===== config.mk =====
export PLATFORM = sky130hd
export DESIGN_NAME = read_channel_distributor_flat
export DESIGN_NICKNAME = d
export VERILOG_FILES = /design/src/rtl/read_channel_distributor_if.sv /design/src/rtl/read_channel_distributor.sv /design/src/flat_wrapper.sv
export SDC_FILE = /design/constraint.sdc
export NUM_CORES = 1
export LEC_CHECK = 0
export CAP_MARGIN = 5
export CORE_MARGIN = 3
export CORE_UTILIZATION = 56
export DETAILED_ROUTE_END_ITERATION = 7
export DONT_BUFFER_PORTS = 1
export PLACE_DENSITY_LB_ADDON = 0.1
export SYNTH_ARGS = -nofsm -noshare
export SYNTH_HDL_FRONTEND = slang
export SYNTH_SLANG_ARGS = --single-unit

===== constraint.sdc =====
create_clock -name clk -period 21 [get_ports clk]
set_input_delay 1.05 -clock clk [delete_from_list [all_inputs] [get_ports clk]]
set_output_delay 1.05 -clock clk [all_outputs]
set_load 0.005 [all_outputs]

===== src/rtl/read_channel_distributor_if.sv =====
// read_channel_distributor_if: SRAM read-beat input and per-port delivery bus for the read channel distributor.
interface read_channel_distributor_if #(
    parameter int num_of_ports       = 16,
    parameter int arbiter_data_width = 256
);
    logic                          rd_valid;
    logic                          rd_ready;
    logic [3:0]                    rd_port;
    logic [arbiter_data_width-1:0] rd_data;
    logic [num_of_ports-1:0]       port_valid;
    logic [num_of_ports-1:0]       port_ready;
    logic [arbiter_data_width-1:0] port_data;
    logic [3:0]                    delivered;
    logic                          bad_port;
    logic                          timeout_drop;

    modport master (
        input  rd_valid, rd_port, rd_data, port_ready,
        output rd_ready, port_valid, port_data, delivered, bad_port, timeout_drop
    );

    modport slave (
        output rd_valid, rd_port, rd_data, port_ready,
        input  rd_ready, port_valid, port_data, delivered, bad_port, timeout_drop
    );
endinterface


===== src/rtl/read_channel_distributor.sv =====
// read_channel_distributor: routes port-tagged SRAM read beats through a small FIFO to one of N client ports.
// Optional READ_DIST_TIMEOUT_EN drops a beat whose port stalls for timeout_cycles HOLD cycles.
module read_channel_distributor #(
    parameter int num_of_ports       = 16,
    parameter int arbiter_data_width = 256,
    parameter int fifo_depth         = 2,
    parameter int timeout_cycles     = 64
) (
    input logic clk,
    input logic rst,
    read_channel_distributor_if.master bus
);
    localparam int aw = $clog2(fifo_depth);

    if (num_of_ports > 16 || fifo_depth < 2 || (fifo_depth & (fifo_depth - 1)) != 0 || timeout_cycles < 2) begin : g_bad_cfg
        $error("read_channel_distributor: unsupported parameter set");
    end

    typedef enum logic {IDLE, HOLD} state_t;
    state_t state, state_n;

    logic [3:0]                    port_mem [fifo_depth];
    logic [arbiter_data_width-1:0] data_mem [fifo_depth];
    logic [aw-1:0]                 wr_ptr, rd_ptr;
    logic [aw:0]                   count;
    logic [3:0]                    out_port;
    logic [arbiter_data_width-1:0] out_data;
    logic empty, push, pop, load, head_ok, hs, done, to;

    assign empty       = count == '0;
    assign bus.rd_ready = count != (aw + 1)'(fifo_depth);
    assign push        = bus.rd_valid && bus.rd_ready;
    assign head_ok     = int'(port_mem[rd_ptr]) < num_of_ports;
    assign hs          = state == HOLD && |(bus.port_valid & bus.port_ready);
    assign done        = hs || to;
    // A bad head behind a completing beat waits for IDLE so the drop pulse stays in IDLE
    assign pop         = !empty && (state == IDLE || (done && head_ok));
    assign load        = pop && head_ok;
    assign bus.bad_port   = pop && !head_ok;
    assign bus.port_valid = state == HOLD ? num_of_ports'(1) << out_port : '0;
    assign bus.port_data  = state == HOLD ? out_data : '0;

`ifdef READ_DIST_TIMEOUT_EN
    localparam int tw = $clog2(timeout_cycles) > 8 ? $clog2(timeout_cycles) : 8;
    logic [tw-1:0] stall;
    assign to = state == HOLD && !hs && stall == tw'(timeout_cycles - 1);
    assign bus.timeout_drop = to;
    always_ff @(posedge clk) begin
        if (rst || load || hs) stall <= '0;
        else if (state == HOLD) stall <= stall + 1'b1;
    end
`else
    assign to = 1'b0;
    assign bus.timeout_drop = 1'b0;
`endif

    always_ff @(posedge clk) state <= rst ? IDLE : state_n;

    always_comb begin
        state_n = state;
        state_n = load ? HOLD : done ? IDLE : state;
    end

    always_ff @(posedge clk) begin
        if (push) begin
            port_mem[wr_ptr] <= bus.rd_port;
            data_mem[wr_ptr] <= bus.rd_data;
        end
    end

    always_ff @(posedge clk) begin
        if (rst) begin
            wr_ptr        <= '0;
            rd_ptr        <= '0;
            count         <= '0;
            out_port      <= '0;
            out_data      <= '0;
            bus.delivered <= '0;
        end else begin
            if (push) wr_ptr <= wr_ptr + 1'b1;
            if (pop) rd_ptr <= rd_ptr + 1'b1;
            count <= count + (aw + 1)'(push) - (aw + 1)'(pop);
            if (load) begin
                out_port <= port_mem[rd_ptr];
                out_data <= data_mem[rd_ptr];
            end
            if (hs) bus.delivered <= out_port;
        end
    end
endmodule


===== src/flat_wrapper.sv =====
// flat-port wrapper written by rule: the top's interface ports become plain ports
module read_channel_distributor_flat 
#(
    parameter int num_of_ports       = 16,
    parameter int arbiter_data_width = 256,
    parameter int fifo_depth         = 2,
    parameter int timeout_cycles     = 64
)
  (clk, rst, bus_rd_valid, bus_rd_port, bus_rd_data, bus_port_ready, bus_rd_ready, bus_port_valid, bus_port_data, bus_delivered, bus_bad_port, bus_timeout_drop);
  read_channel_distributor_if #(.num_of_ports(num_of_ports), .arbiter_data_width(arbiter_data_width)) bus_i ();
  input logic clk;
  input logic rst;
  input wire logic [$bits(bus_i.rd_valid)-1:0] bus_rd_valid;
  input wire logic [$bits(bus_i.rd_port)-1:0] bus_rd_port;
  input wire logic [$bits(bus_i.rd_data)-1:0] bus_rd_data;
  input wire logic [$bits(bus_i.port_ready)-1:0] bus_port_ready;
  output wire logic [$bits(bus_i.rd_ready)-1:0] bus_rd_ready;
  output wire logic [$bits(bus_i.port_valid)-1:0] bus_port_valid;
  output wire logic [$bits(bus_i.port_data)-1:0] bus_port_data;
  output wire logic [$bits(bus_i.delivered)-1:0] bus_delivered;
  output wire logic [$bits(bus_i.bad_port)-1:0] bus_bad_port;
  output wire logic [$bits(bus_i.timeout_drop)-1:0] bus_timeout_drop;
  assign bus_i.rd_valid = bus_rd_valid;
  assign bus_i.rd_port = bus_rd_port;
  assign bus_i.rd_data = bus_rd_data;
  assign bus_i.port_ready = bus_port_ready;
  assign bus_rd_ready = bus_i.rd_ready;
  assign bus_port_valid = bus_i.port_valid;
  assign bus_port_data = bus_i.port_data;
  assign bus_delivered = bus_i.delivered;
  assign bus_bad_port = bus_i.bad_port;
  assign bus_timeout_drop = bus_i.timeout_drop;
  read_channel_distributor #(.num_of_ports(num_of_ports), .arbiter_data_width(arbiter_data_width), .fifo_depth(fifo_depth), .timeout_cycles(timeout_cycles)) u_core (.clk(clk), .rst(rst), .bus(bus_i));
endmodule

* Yosys cells after proc, flatten, opt, wreduce, memory -nomap -nowiden
Memories as Yosys holds them, arrays and structs flattened. A register that Yosys moved wholly into a read port is not among the register bits.
Cells that the tools add are included.
** Operators by class
- $add $sub $neg :: 4
- Mux-type cells :: 6
- Shift-type cells :: 1
- Reduce and logical (&&, ||, !) cells :: 8
- Equal/unequal tests :: 1
- Bitwise operators :: 2
** Operators by type and width (number)
- $mux 256 :: 1
- $and 16x16->16 :: 1
- $mux 16 :: 1
- $reduce_or 16->1 :: 1
- $shl 1x4->16 const A :: 1
- $mux 1 :: 4
- $logic_and 1x1->1 :: 3
- $add 1x1->1 const B :: 2
- $add 2x1->2 :: 1
- $logic_not 2->1 :: 1
- $ne 2x2->1 const B :: 1
- $reduce_bool 2->1 :: 1
- $sub 2x1->2 :: 1
- $logic_not 1->1 :: 1
- $logic_or 1x1->1 :: 1
- $not 1->1 :: 1
** Storage, ports and cells
- Logic and storage cells :: 29
- RAM bits :: 520
- Output and inout port bits :: 279
- Input port bits :: 279
- Register bits after elaboration :: 9
- Memories :: 2
** Memory list
- u_core.data_mem :: words 2, width 256, read ports 1, clocked after memory_dff 1, write ports 1, line read_channel_distributor.sv:23 : logic [arbiter_data_width-1:0] data_mem [fifo_depth];
- u_core.port_mem :: words 2, width 4, read ports 1, clocked after memory_dff 1, write ports 1, line read_channel_distributor.sv:22 : logic [3:0] port_mem [fifo_depth];

* Logic depth before layout (Yosys ltp)
Gate-level depths: netlist (run 1).
- Depth after elaboration :: 8
- Depth in mapped cells :: 14
- Mapped depth without buffers :: 10

* Least setup slack after synthesis (run 1)
Ideal clock, no wire load.
- Path kind :: input to register
- Start :: input port bus_rd_valid
- End :: memory u_core.data_mem[0][0] (enable)
- Setup time :: 0.885 ns
- Data arrival time :: 11.906 ns
- Cell stages on the path :: 2
- Path slack :: 8.208 ns
- Path buffers :: 0
- Required time :: 20.115 ns
- Cells stage by stage :: nand2_1 nor2_1
** Between the ends
- Cells in the longest elaborated chain, start to end :: 3
** Ends and longest elaborated chain
- start: declaration :: line flat_wrapper.sv:13 : input wire logic [$bits(bus_i.rd_valid)-1:0] bus_rd_valid;
- $logic_and 1x1->1 :: line read_channel_distributor.sv:32 : assign push = bus.rd_valid && bus.rd_ready;
- $mux 1 :: line read_channel_distributor.sv:65 : if (push) begin
- $mux 1 (not written as such) :: line read_channel_distributor.sv:67 : data_mem[wr_ptr] <= bus.rd_data;
- end: declaration :: line read_channel_distributor.sv:23
Every way passes these cells.

* Worst setup path in the final report (run 1)
- Start :: register u_core.state
- End :: register u_core.out_data[97], read port of u_core.data_mem
** Between the ends
- Cells in the longest elaborated chain, start to end :: 6
- Elaborated cells on any way between the ends :: 7
- Classes of those cells :: 1 x mux; 2 x bitwise; 4 x reduce/logical
** Ends and longest elaborated chain
- start: declaration :: line read_channel_distributor.sv:20 : state_t state, state_n;
- start signal: assignment :: line read_channel_distributor.sv:57 : always_ff @(posedge clk) state <= rst ? IDLE : state_n;
- $mux 16 :: line read_channel_distributor.sv:40 : assign bus.port_valid = state == HOLD ? num_of_ports'(1) << out_port : '0;
- $and 16x16->16 :: line read_channel_distributor.sv:34 : assign hs = state == HOLD && |(bus.port_valid & bus.port_ready);
- $reduce_or 16->1 :: line read_channel_distributor.sv:34
- $logic_and 1x1->1 :: line read_channel_distributor.sv:34
- $logic_or 1x1->1 (*) :: line read_channel_distributor.sv:37 : assign pop = !empty && (state == IDLE || (done && head_ok));
- $logic_and 1x1->1 (*) :: line read_channel_distributor.sv:37
- end: declaration :: line read_channel_distributor.sv:27 : logic [arbiter_data_width-1:0] out_data;
Every way passes the cells marked *; elsewhere a longest branch is shown, timed or not.
A chain may end at the register's enable or synchronous reset.

==> results of run 1 <==
[metrics by stage]
stage,setup WS [ns],instance area (µm²),instances,hold WS (ns)
after floorplan,8.21,32300,2368,0.438
after global placement,15.90,32300,2938,0.441
after detailed placement,15.78,32300,2938,0.444
after CTS,15.75,35000,3089,0.454
after global routing,15.49,35000,3093,0.466
final,15.80,35000,3095,0.456
[worst register-to-register path, delay by kind of cell (launching register included)]
family                 cells  cell delay [ns]
buffers and inverters      3             2.52
AND/OR/NAND/NOR            3             1.58
flip-flops                 1             0.77
AO/OA/AOI/OAI              1             0.18
[cell usage after synthesis, drive strengths merged, types with 2 or more instances]
master  count
nand2b      3
and2      256
o31ai       2
buf        56
dfxtp     269
mux4        4
ha          2
nand4       4
inv       266
nor2       16
xor2        2
a211oi    260
nand2       5
a221oi    261
nor2b     263
clkbuf    152
edfxtp    520
nor3        5
a21oi       3
and3        3
nand3       2
[layout make-up]
| class | instances | share of cell area (%) |
|---|---|---|
| clock buffers | 123 | 6.77 |
| repair buffers | 22 | 0.615 |
| inverters | 266 | 2.85 |
| well taps | 756 | 2.70 |
| clock inverters | 28 | 0.847 |
| flip-flops and latches | 789 | 60.0 |
| multi-input cells | 1105 | 26.2 |
| diodes | 6 | 0.0429 |
[flip-flops by register name, summed over array words and instances, names as in the netlist]
| name | flops |
|---|---|
| u_core.bus.delivered | 4 |
| u_core.count | 2 |
| u_core.data_mem | 512 |
| u_core.out_data | 256 |
| u_core.out_port | 4 |
| u_core.port_mem | 8 |
| u_core.rd_ptr | 1 |
| u_core.state | 1 |
| u_core.wr_ptr | 1 |
[logic make-up (layout without fill, tap and decap cells)]
group           Yosys count  in the layout  share of synthesized area [%]
simple gates            562            562                           10.8
xor+xnor                  3              3                         0.0815
flops                   789            789                           65.1
compound gates          532            532                           17.1
fa+ha+maj                 2              2                         0.0776
other cells               1              8                         0.0116
buf+inv                 474            439                           6.55
mux                       4              4                          0.279
[layer usage]
metal | up-vias | part of all wire [%]
li1 | 8516 | -
met5 | - | 0.061
met3 | 124 | 9.6
met2 | 555 | 49
met4 | 6 | 2.9
met1 | 9053 | 38
[report_power, final]
group	internal (mW)	switching (mW)	total (mW)
Sequential	2.07	0.173	2.24
Clock	0.854	0.579	1.43
Combinational	0.496	0.967	1.46
Total	3.42	1.72	5.14
[path summary, 6_finish.rpt]
kind                                          start                  end  slack [ns]  cells after the start
worst max-delay path                   u_core.state  u_core.out_data[97]       15.80                      7
worst min-delay path            u_core.out_data[32]  u_core.out_data[32]        0.46                      2
worst max register to register         u_core.state  u_core.out_data[97]       15.80                      7
worst min register to register  u_core.out_data[32]  u_core.out_data[32]        0.46                      2
==> summary.txt, run 1 <==
Global route
  – Gr busiest metal: met2
  – Largest net degree at the start of global routing: 270
  – GR Layer Usage met2: 40.9%
  – Initial antenna violation count: 8
  – Global route overflow: 0
  – Global-route wire length before repair: 113000 µm
  – Vias in the first global route: 17.7k
  – Global Route met3 Usage: 10.4%
  – Total GRT Usage: 24.7%
  – Met1 Use GR: 29.4%

CTS
  – TritonCTS clock tree: yes
  – Worst skew pair latency: 0.61 ns
  – # H-tree levels: 3
  – CTS root buf: clkbuf_16
  – Worst-path clk slew: 0.06 ns
  – Num CTS Buffers: 82
  – Clk buf depth: 3
  – Hold_buf cts: 0
  – Post-CTS setup buffer count: 0
  – Clk sink count: 789
  – Cts repair resizes: 0

Worst setup path
  – Crit Path Category: reg -> reg
  – Critical path arrival: 5.65 ns
  – CP peak stage delay: 0.84 ns
  – Critical path buffer and inverter count: 3
  – Critical Path Slowest Stage Cell: buf_4
  – Most frequent CP cell: buf_4
  – Worst path cell trace: buf_4, or3b_1, nand2b_1, nand4_4, buf_4, buf_4, a221oi_2
  – Crit path max fanout: 80
  – Worst setup SP type: flip-flop
  – CP delay by family, top: buffers and inverters
  – Req. time, crit path: 21.45 ns
  – Crit path capture type: flip-flop

Logic synthesis
  – Synth Warn #: 0
  – Synth Cell Area: 0.0322 mm²
  – Avg Cell Area, Syn: 13.6 µm²
  – #FFs+latches synth: 789
  – Ranking of synthesized cells by area: edfxtp_1 48%, dfxtp_1 17%, a221oi_2 8.8%, a211oi_1 6.1%, nor2b_1 5.1%
  – Share of the synthesized area in the top cell type: 48.4%
  – Ys flop type: edfxtp_1
  – FFs w/ async S/R, synth: 0%
  – Seq/Total Area, Yosys: 65.1%
  – Gate Count Post-Synth: 2367
  – Post-synth cell types: 39
  – Number of synthesized flops with an enable pin: 520
  – Area leader, netlist: edfxtp_1

Detailed routing
  – Vias after detailed routing: 18.3k
  – DRT Wirelength: 77100 µm
  – Drt drc: 0
  – Drt via density: 5.90
  – Final ANT Viol Nets: 0
  – Routed len/inst: 24.9 µm
  – DR pass1 iterations: 5
  – Initial DRC count: 1295

Pwr
  – Peak VDD IR: 0.000102 V
  – Power, Total: 5.14 mW
  – Power Density: 147 mW/mm²
  – Leakage: 11.5 nW

Finish
  – Reg area: 0.0210 mm²
  – Share of layout cells above drive strength 1: 14.7%
  – Layout Utilization: 61.7%
  – Final #Nets: 2547
  – Area of the multi-input gates: 0.00917 mm²
  – Commonest non-fill, non-tap cell in the layout: edfxtp_1
  – P&R area growth vs syn: 8.60%
  – Most frequent cells in the layout: 520 x edfxtp_1, 267 x dfxtp_1, 266 x inv_1
  – Number of fill cells: 4239

Timing
  – Slew headroom: 24.0%
  – Final setup fails: 0
  – Final Hold Fails: 0
  – Post-route setup TNS: 0 ns
  – Fin crit share: 24.8%
  – Clock Skew: 0.0167 ns
  – Unrepaired setup endpoints after global routing: no
  – Max Transition Viols Final: 0
  – Slew @ Worst Pin: 1.14 ns
  – Final min period: 5.20 ns
  – FMAX: 0.192 GHz

Placed design
  – GP Congestion: 0.826
  – Dpl hpwl: 45900 µm
  – Port Buffers: 0

Hold path
  – Tightest Hold Check Type: reg -> reg

Floorplanning
  – Standard-cell rows: 87
  – Num ports: 558
  – Core Area: 0.0567 mm²
  – Initial Utilization: 56.9%
  – DIE WIDTH: 246 µm
  – Die ar.: 0.0605 mm²
  – Height of the die: 246 µm

Run status
  – Outcome: completed

Flow run
  – Max-cap violations: 0
Note: power is estimated with default switching activity, not from simulation.
==> run 2: changes to the inputs <==
Settings changed: ABC_AREA set to 1.
Clock period 21 ns to 4.5 ns, I/O delays scaled along.
==> run 2 against run 1 <==
  * Flip-flop and latch count unchanged
  * Fmax increased by 42%
  * Final cell count increased by 52%
  * Die area about the same
  * Clock power increased to 4.5 times the previous value
  * Critical endpoint is now u_core.out_data[43]
  * Wire length increased by 2.6%
==> summary.txt, run 2 <==
CTS
  – CTS root buf: clkbuf_16
  – Clk sink count: 789
  – TritonCTS clock tree: yes
  – Clk buf depth: 3
  – Num CTS Buffers: 80
  – Cts repair resizes: 0
  – Worst skew pair latency: 0.62 ns
  – # H-tree levels: 3
  – Worst-path clk slew: 0.06 ns

Logic synthesis
  – Ranking of synthesized cells by area: edfxtp_1 48%, nand2_1 18%, dfxtp_1 17%, nor2_1 6.4%, inv_1 6.2%
  – Synth Warn #: 0
  – Most common cell in the netlist: nand2_1
  – Synth Cell Area: 0.0323 mm²
  – Post-synth cell types: 27
  – Post-synth top cells: 1573 x nand2_1, 547 x nor2_1, 534 x inv_1
  – Ys flop type: edfxtp_1
  – Avg Cell Area, Syn: 8.78 µm²
  – FFs w/ async S/R, synth: 0%
  – Gate Count Post-Synth: 3676
  – Number of synthesized flops with an enable pin: 520
  – Area leader, netlist: edfxtp_1
  – Seq/Total Area, Yosys: 65.1%
  – #FFs+latches synth: 789
  – Share of the synthesized area in the top cell type: 48.4%

Global route
  – Largest net degree at the start of global routing: 241
  – Initial antenna violation count: 19
  – Global route overflow: 0
  – Global-route wire length before repair: 122000 µm
  – Vias in the first global route: 22.5k
  – Total GRT Usage: 25.7%

Finish
  – P&R area growth vs syn: 17.0%
  – Final #Nets: 4146
  – Largest register FFs: 512
  – Most frequent cells in the layout: 1571 x nand2_1, 545 x nor2_1, 533 x inv_1
  – Number of fill cells: 4440
  – Top Registers: u_core.data_mem x512, u_core.out_data x256, u_core.port_mem x8
  – Register name with the most flops: u_core.data_mem
  – Share of layout cells above drive strength 1: 4.15%
  – Commonest non-fill, non-tap cell in the layout: nand2_1

Detailed routing
  – DRT Wirelength: 79100 µm
  – DR pass1 iterations: 8
  – Routed len/inst: 16.8 µm
  – Drt drc: 0
  – Drt via density: 4.90
  – Initial DRC count: 1699
  – Vias after detailed routing: 23.1k
  – Final ANT Viol Nets: 0

Timing
  – Final Hold Fails: 0
  – Setup WS post-layout: 0.842 ns
  – Clock Skew: 0.0175 ns
  – Final min period: 3.66 ns
  – Slew @ Worst Pin: 1.16 ns
  – FMAX: 0.273 GHz
  – Slew headroom: 22.6%
  – Unrepaired setup endpoints after global routing: no
  – Hold Slack: 0.0418 ns
  – Fin crit share: 81.3%
  – Final setup fails: 0
  – Max Transition Viols Final: 0

Floorplanning
  – Initial Utilization: 56.9%
  – Standard-cell rows: 87
  – DIE WIDTH: 246 µm
  – Die ar.: 0.0606 mm²
  – Height of the die: 246 µm
  – Num ports: 558
  – Core Area: 0.0567 mm²

Flow run
  – Max-cap violations: 0

Hold path
  – WHS Path Cells: 7
  – HP Start: bus_port_ready[10]
  – Hold Path Sink: u_core.bus.delivered[2]
  – Tightest Hold Check Type: in -> reg

Pwr
  – Int Power: 15.8 mW
  – Leakage: 18.4 nW
  – NetSw: 9.26 mW
  – Combinational share of power: 31.6%
  – Peak VDD IR: 0.000966 V
  – Sw Share: 37.0%
  – Clock power share: 25.6%
  – Seq pwr share: 42.8%
  – Power Density: 663 mW/mm²

Worst setup path
  – R2R cell count: 15
  – Worst R2R End: u_core.out_data[43]
  – Critical Path Slowest Stage Cell: buf_12
  – Most frequent CP cell: nand2_1
  – R2R Path Start: u_core.out_port[1]
  – CP peak stage delay: 0.65 ns
  – Crit Path Category: reg -> reg
  – R2r setup slk: 0.84 ns
  – Critical path buffer and inverter count: 4
  – Req. time, crit path: 5.00 ns
  – Crit path max fanout: 240
  – Critical path arrival: 4.16 ns
  – Worst setup SP type: flip-flop
  – WP depth: 15
  – CP delay by family, top: buffers and inverters
  – Worst path cell trace: inv_2, nand2_1, nor2_1, nand3_1, nand2_1, dlygate4sd3_1, inv_1, nand2_1, nor2_2, nand3_4, nand2_8, buf_12, nand2_1, nand2_1, nor2_1
  – Crit path capture type: flip-flop

Run status
  – Outcome: completed

Placed design
  – Dpl hpwl: 46600 µm
  – Setup Slack @ Placement: 1.50 ns
  – GP Congestion: 0.882
  – Port Buffers: 0
-- run 2: kinds of logic (layout without fill, tap and decap cells) --
group,count (synthesis),in the layout,share of synthesized area (%)
other,1,18,0.0116
xor gates and xnor gates,1,1,0.0271
buffers and inverters,720,975,9.38
DFF,789,789,65.1
AOI/OAI and AO/OA,9,9,0.140
and+or+nand+nor,2154,2154,25.3
adders and majority gates,2,2,0.0775
-- run 2: area by class of cell --
cell class	instances	area (µm²)	share of cell area (%)
timing repair buffer	284	2900	7.67
inverter	542	2050	5.43
multi-input combinational	2168	8290	21.9
clock inverter	30	268	0.709
sequential	789	21000	55.6
tap	756	946	2.50
clock buffer	119	2280	6.03
antenna	16	40.0	0.106
-- run 2: power groups by stage --
stage	combinational [mW]	sequential (mW)	clock, mW
after floorplan	6.42	10.5	0
after global placement	7.41	10.8	0
after detailed placement	7.57	10.8	0
after CTS	7.89	10.7	6.52
after global routing	9.15	10.9	6.83
final	7.92	10.7	6.42
-- run 2: worst reg2reg max path, cell delays in order, from the launching register on --
cell and delay, ns:
dfxtp_1 0.49, inv_2 0.10, nand2_1 0.07, nor2_1 0.07, nand3_1 0.09, nand2_1 0.05, dlygate4sd3_1 0.55, inv_1 0.07
nand2_1 0.06, nor2_2 0.16, nand3_4 0.13, nand2_8 0.41, buf_12 0.66, nand2_1 0.46, nand2_1 0.12, nor2_1 0.05
-- run 2: per-stage QoR --
stage,power [mW],setup TNS [ns],cell area (µm²),util (%),cells
final,25.0,0,37800,66.6,4704
after global routing,26.9,0,37800,66.6,4701
after CTS,25.1,0,37700,66.5,4688
after detailed placement,18.4,0,32500,57.4,4274
after global placement,18.2,0,32500,57.4,4274
after floorplan,16.9,-142.97,32300,-,3677
-- run 2: layer usage --
layer | up-vias | global-route usage [%] | routed length (µm)
met5 | - | 0 | 28
met4 | 6 | 10.4 | 3080
met3 | 182 | 6.16 | 5530
met2 | 772 | 43.7 | 38600
met1 | 10700 | 31.6 | 31800
li1 | 11400 | - | -
-- run 2: worst max-delay path by stage --
stage | start | end | slack, ns
floorplan | u_core.count[0] | u_core.data_mem[1][0] | -0.29
global placement | u_core.out_port[0] | u_core.out_data[40] | 1.56
detailed placement | u_core.out_port[0] | u_core.out_data[185] | 1.50
CTS | u_core.out_port[1] | u_core.out_data[27] | 0.99
global route | u_core.out_port[1] | u_core.out_data[38] | 0.63
finish | u_core.out_port[1] | u_core.out_data[43] | 0.84
-- run 2: repair_timing --
action | 4_1_cts | 5_1_grt
buffers inserted | 0 | 0
endpoints found under the hold margin | 525 | 0
hold buffers | 265 | 0
==> run 3: changes to the inputs <==
Clock period 4.5 ns to 3.6 ns, I/O delays scaled along.
==> run 3 against run 2 <==
  * Total power increased by 25%
  * Combinational power increased by 26%
  * Die area unchanged
  * Sequential power increased by 24%
  * Critical endpoint is now u_core.out_data[104]
  * Via count decreased by 0.20%
  * Largest power group unchanged
==> summary.txt, run 3 (synthesized netlist as in run 2, its figures left out) <==
Run status
  – Outcome: completed

Detailed routing
  – Initial DRC count: 1666
  – Routed len/inst: 16.6 µm
  – Drt drc: 0
  – Drt via density: 4.86
  – DRT Wirelength: 78700 µm
  – Final ANT Viol Nets: 0
  – DR pass1 iterations: 6
  – Vias after detailed routing: 23.0k

Placed design
  – Dpl hpwl: 48100 µm
  – Setup Slack @ Placement: 0.891 ns
  – GP Congestion: 0.871
  – Port Buffers: 0
  – Cells after DPL: 4291

Timing
  – Final Hold Fails: 0
  – Setup WS post-layout: 0.190 ns
  – Slew headroom: 30.7%
  – Clock Skew: 0.0138 ns
  – Unrepaired setup endpoints after global routing: no
  – FMAX: 0.293 GHz
  – Fin crit share: 94.7%
  – Max Transition Viols Final: 0
  – Post-route setup TNS: 0 ns
  – Slew @ Worst Pin: 1.04 ns
  – Final setup fails: 0
  – Final min period: 3.41 ns

Floorplanning
  – Die ar.: 0.0606 mm²
  – Num ports: 558
  – Height of the die: 246 µm
  – Core Area: 0.0567 mm²
  – DIE WIDTH: 246 µm
  – Standard-cell rows: 87
  – Initial Utilization: 56.9%

Finish
  – Most frequent cells in the layout: 1571 x nand2_1, 545 x nor2_1, 533 x inv_1
  – Final #Nets: 4169
  – Cell Count, Final, Fillers Out: 4731
  – P&R area growth vs syn: 17.8%
  – Largest register FFs: 512
  – Layout Utilization: 67.0%
  – Top Registers: u_core.data_mem x512, u_core.out_data x256, u_core.port_mem x8
  – Share of layout cells above drive strength 1: 4.25%
  – Commonest non-fill, non-tap cell in the layout: nand2_1
  – Register name with the most flops: u_core.data_mem

CTS
  – Clk buf depth: 3
  – Post-CTS setup buffer count: 0
  – CTS root buf: clkbuf_16
  – TritonCTS clock tree: yes
  – # H-tree levels: 3
  – Num CTS Buffers: 81
  – Clk sink count: 789
  – Worst skew pair latency: 0.62 ns
  – Worst-path clk slew: 0.06 ns

Worst setup path
  – Crit Path Category: reg -> reg
  – Critical path arrival: 3.91 ns
  – Crit path capture type: flip-flop
  – Worst setup SP type: flip-flop
  – Req. time, crit path: 4.10 ns
  – Crit path max fanout: 208

Pwr
  – Combinational share of power: 32.1%
  – Int Power: 19.7 mW
  – Peak VDD IR: 0.000584 V
  – Power, Total: 31.3 mW
  – Sw Share: 37.0%
  – Clock power share: 25.2%
  – Leakage: 18.5 nW
  – Seq pwr share: 42.7%
  – NetSw: 11.6 mW
  – Power Density: 823 mW/mm²

Hold path
  – Tightest Hold Check Type: in -> reg

Flow run
  – Max-cap violations: 0

Global route
  – Global route overflow: 0
  – Vias in the first global route: 21.9k
  – Largest net degree at the start of global routing: 209
  – Initial antenna violation count: 20
  – Global-route wire length before repair: 121000 µm
  – Total GRT Usage: 25.5%
==> run 3: cell types whose count changed in the layout (fill, tap and decap cells not counted), moves of 3 or more <==
cell / previous run / this run
buf_12: 8 / 16
buf_4: 11 / 19
clkbuf_1: 26 / 31
clkbuf_16: 80 / 83
clkbuf_8: 13 / 5
clkinv_1: 4 / 11
clkinv_2: 15 / 12
diode_2: 16 / 21
dlygate4sd3_1: 265 / 270
inv_6: 5 / 2
==> run 3: area by class of cell <==
type / count / area [µm²]
diodes: 21 / 52.6
clock buffers: 119 / 2260
clock inverters: 30 / 231
fillers: 4419 / 18700
inverters: 542 / 2050
multi-input cells: 2168 / 8290
flip-flops and latches: 789 / 21000
well taps: 756 / 946
repair buffers: 306 / 3180
==> run 3: critical path, stage by stage, from the launching register on <==
cell and delay, ns:
dfxtp_1 0.48, inv_2 0.10, nand3_1 0.16, nor2_2 0.07, nand2_1 0.06, nand2_1 0.06
dlygate4sd3_1 0.57, inv_2 0.06, nand2_1 0.08, nor2_4 0.15, nand3_4 0.13, nand2_8 0.23
buf_12 0.56, nand2_1 0.15, nand2_1 0.12, nor2_1 0.05
==> run 3: stage by stage <==
step / instance area (µm²) / hold WS, ns
global placement: 32800 / 0.246
global route: 38000 / 0.0456
CTS: 38000 / 0.0255
detailed placement: 32800 / 0.250
floorplan: 32300 / 0.249
finish: 38000 / 0.0300
==> run 3: repair_timing <==
| action | 4_1_cts | 5_1_grt |
|---|---|---|
| endpoints found under the hold margin | 532 | 0 |
| hold buffers | 270 | 0 |
| endpoints found under the setup margin | 0 | 1 |
| resized for setup | 0 | 1 |
==> run 3: per-layer routing <==
metal,global-route usage (%),up-vias,share of wire [%]
li1,-,11400,-
met1,31.7,10700,40
met2,43.3,684,50
met3,6.26,159,6.9
met4,9.31,8,3.2
met5,0,-,0.070
==> run 3: worst paths after layout <==
kind,startpoint,slack [ns],to,depth (start not counted)
hold / removal,rst,0.03,u_core.out_data[146],3
setup / recovery,u_core.out_port[1],0.19,u_core.out_data[104],15
hold reg to reg,u_core.count[1],0.51,u_core.count[1],1
setup reg to reg,u_core.out_port[1],0.19,u_core.out_data[104],15
==> run 3: power by group through the flow <==
stage	Combinational [mW]	Clock [mW]	Sequential, mW
floorplan	8.02	0	13.1
global placement	9.41	0	13.4
detailed placement	9.62	0	13.5
CTS	10.0	8.04	13.3
global route	11.6	8.42	13.6
finish	10.0	7.89	13.3
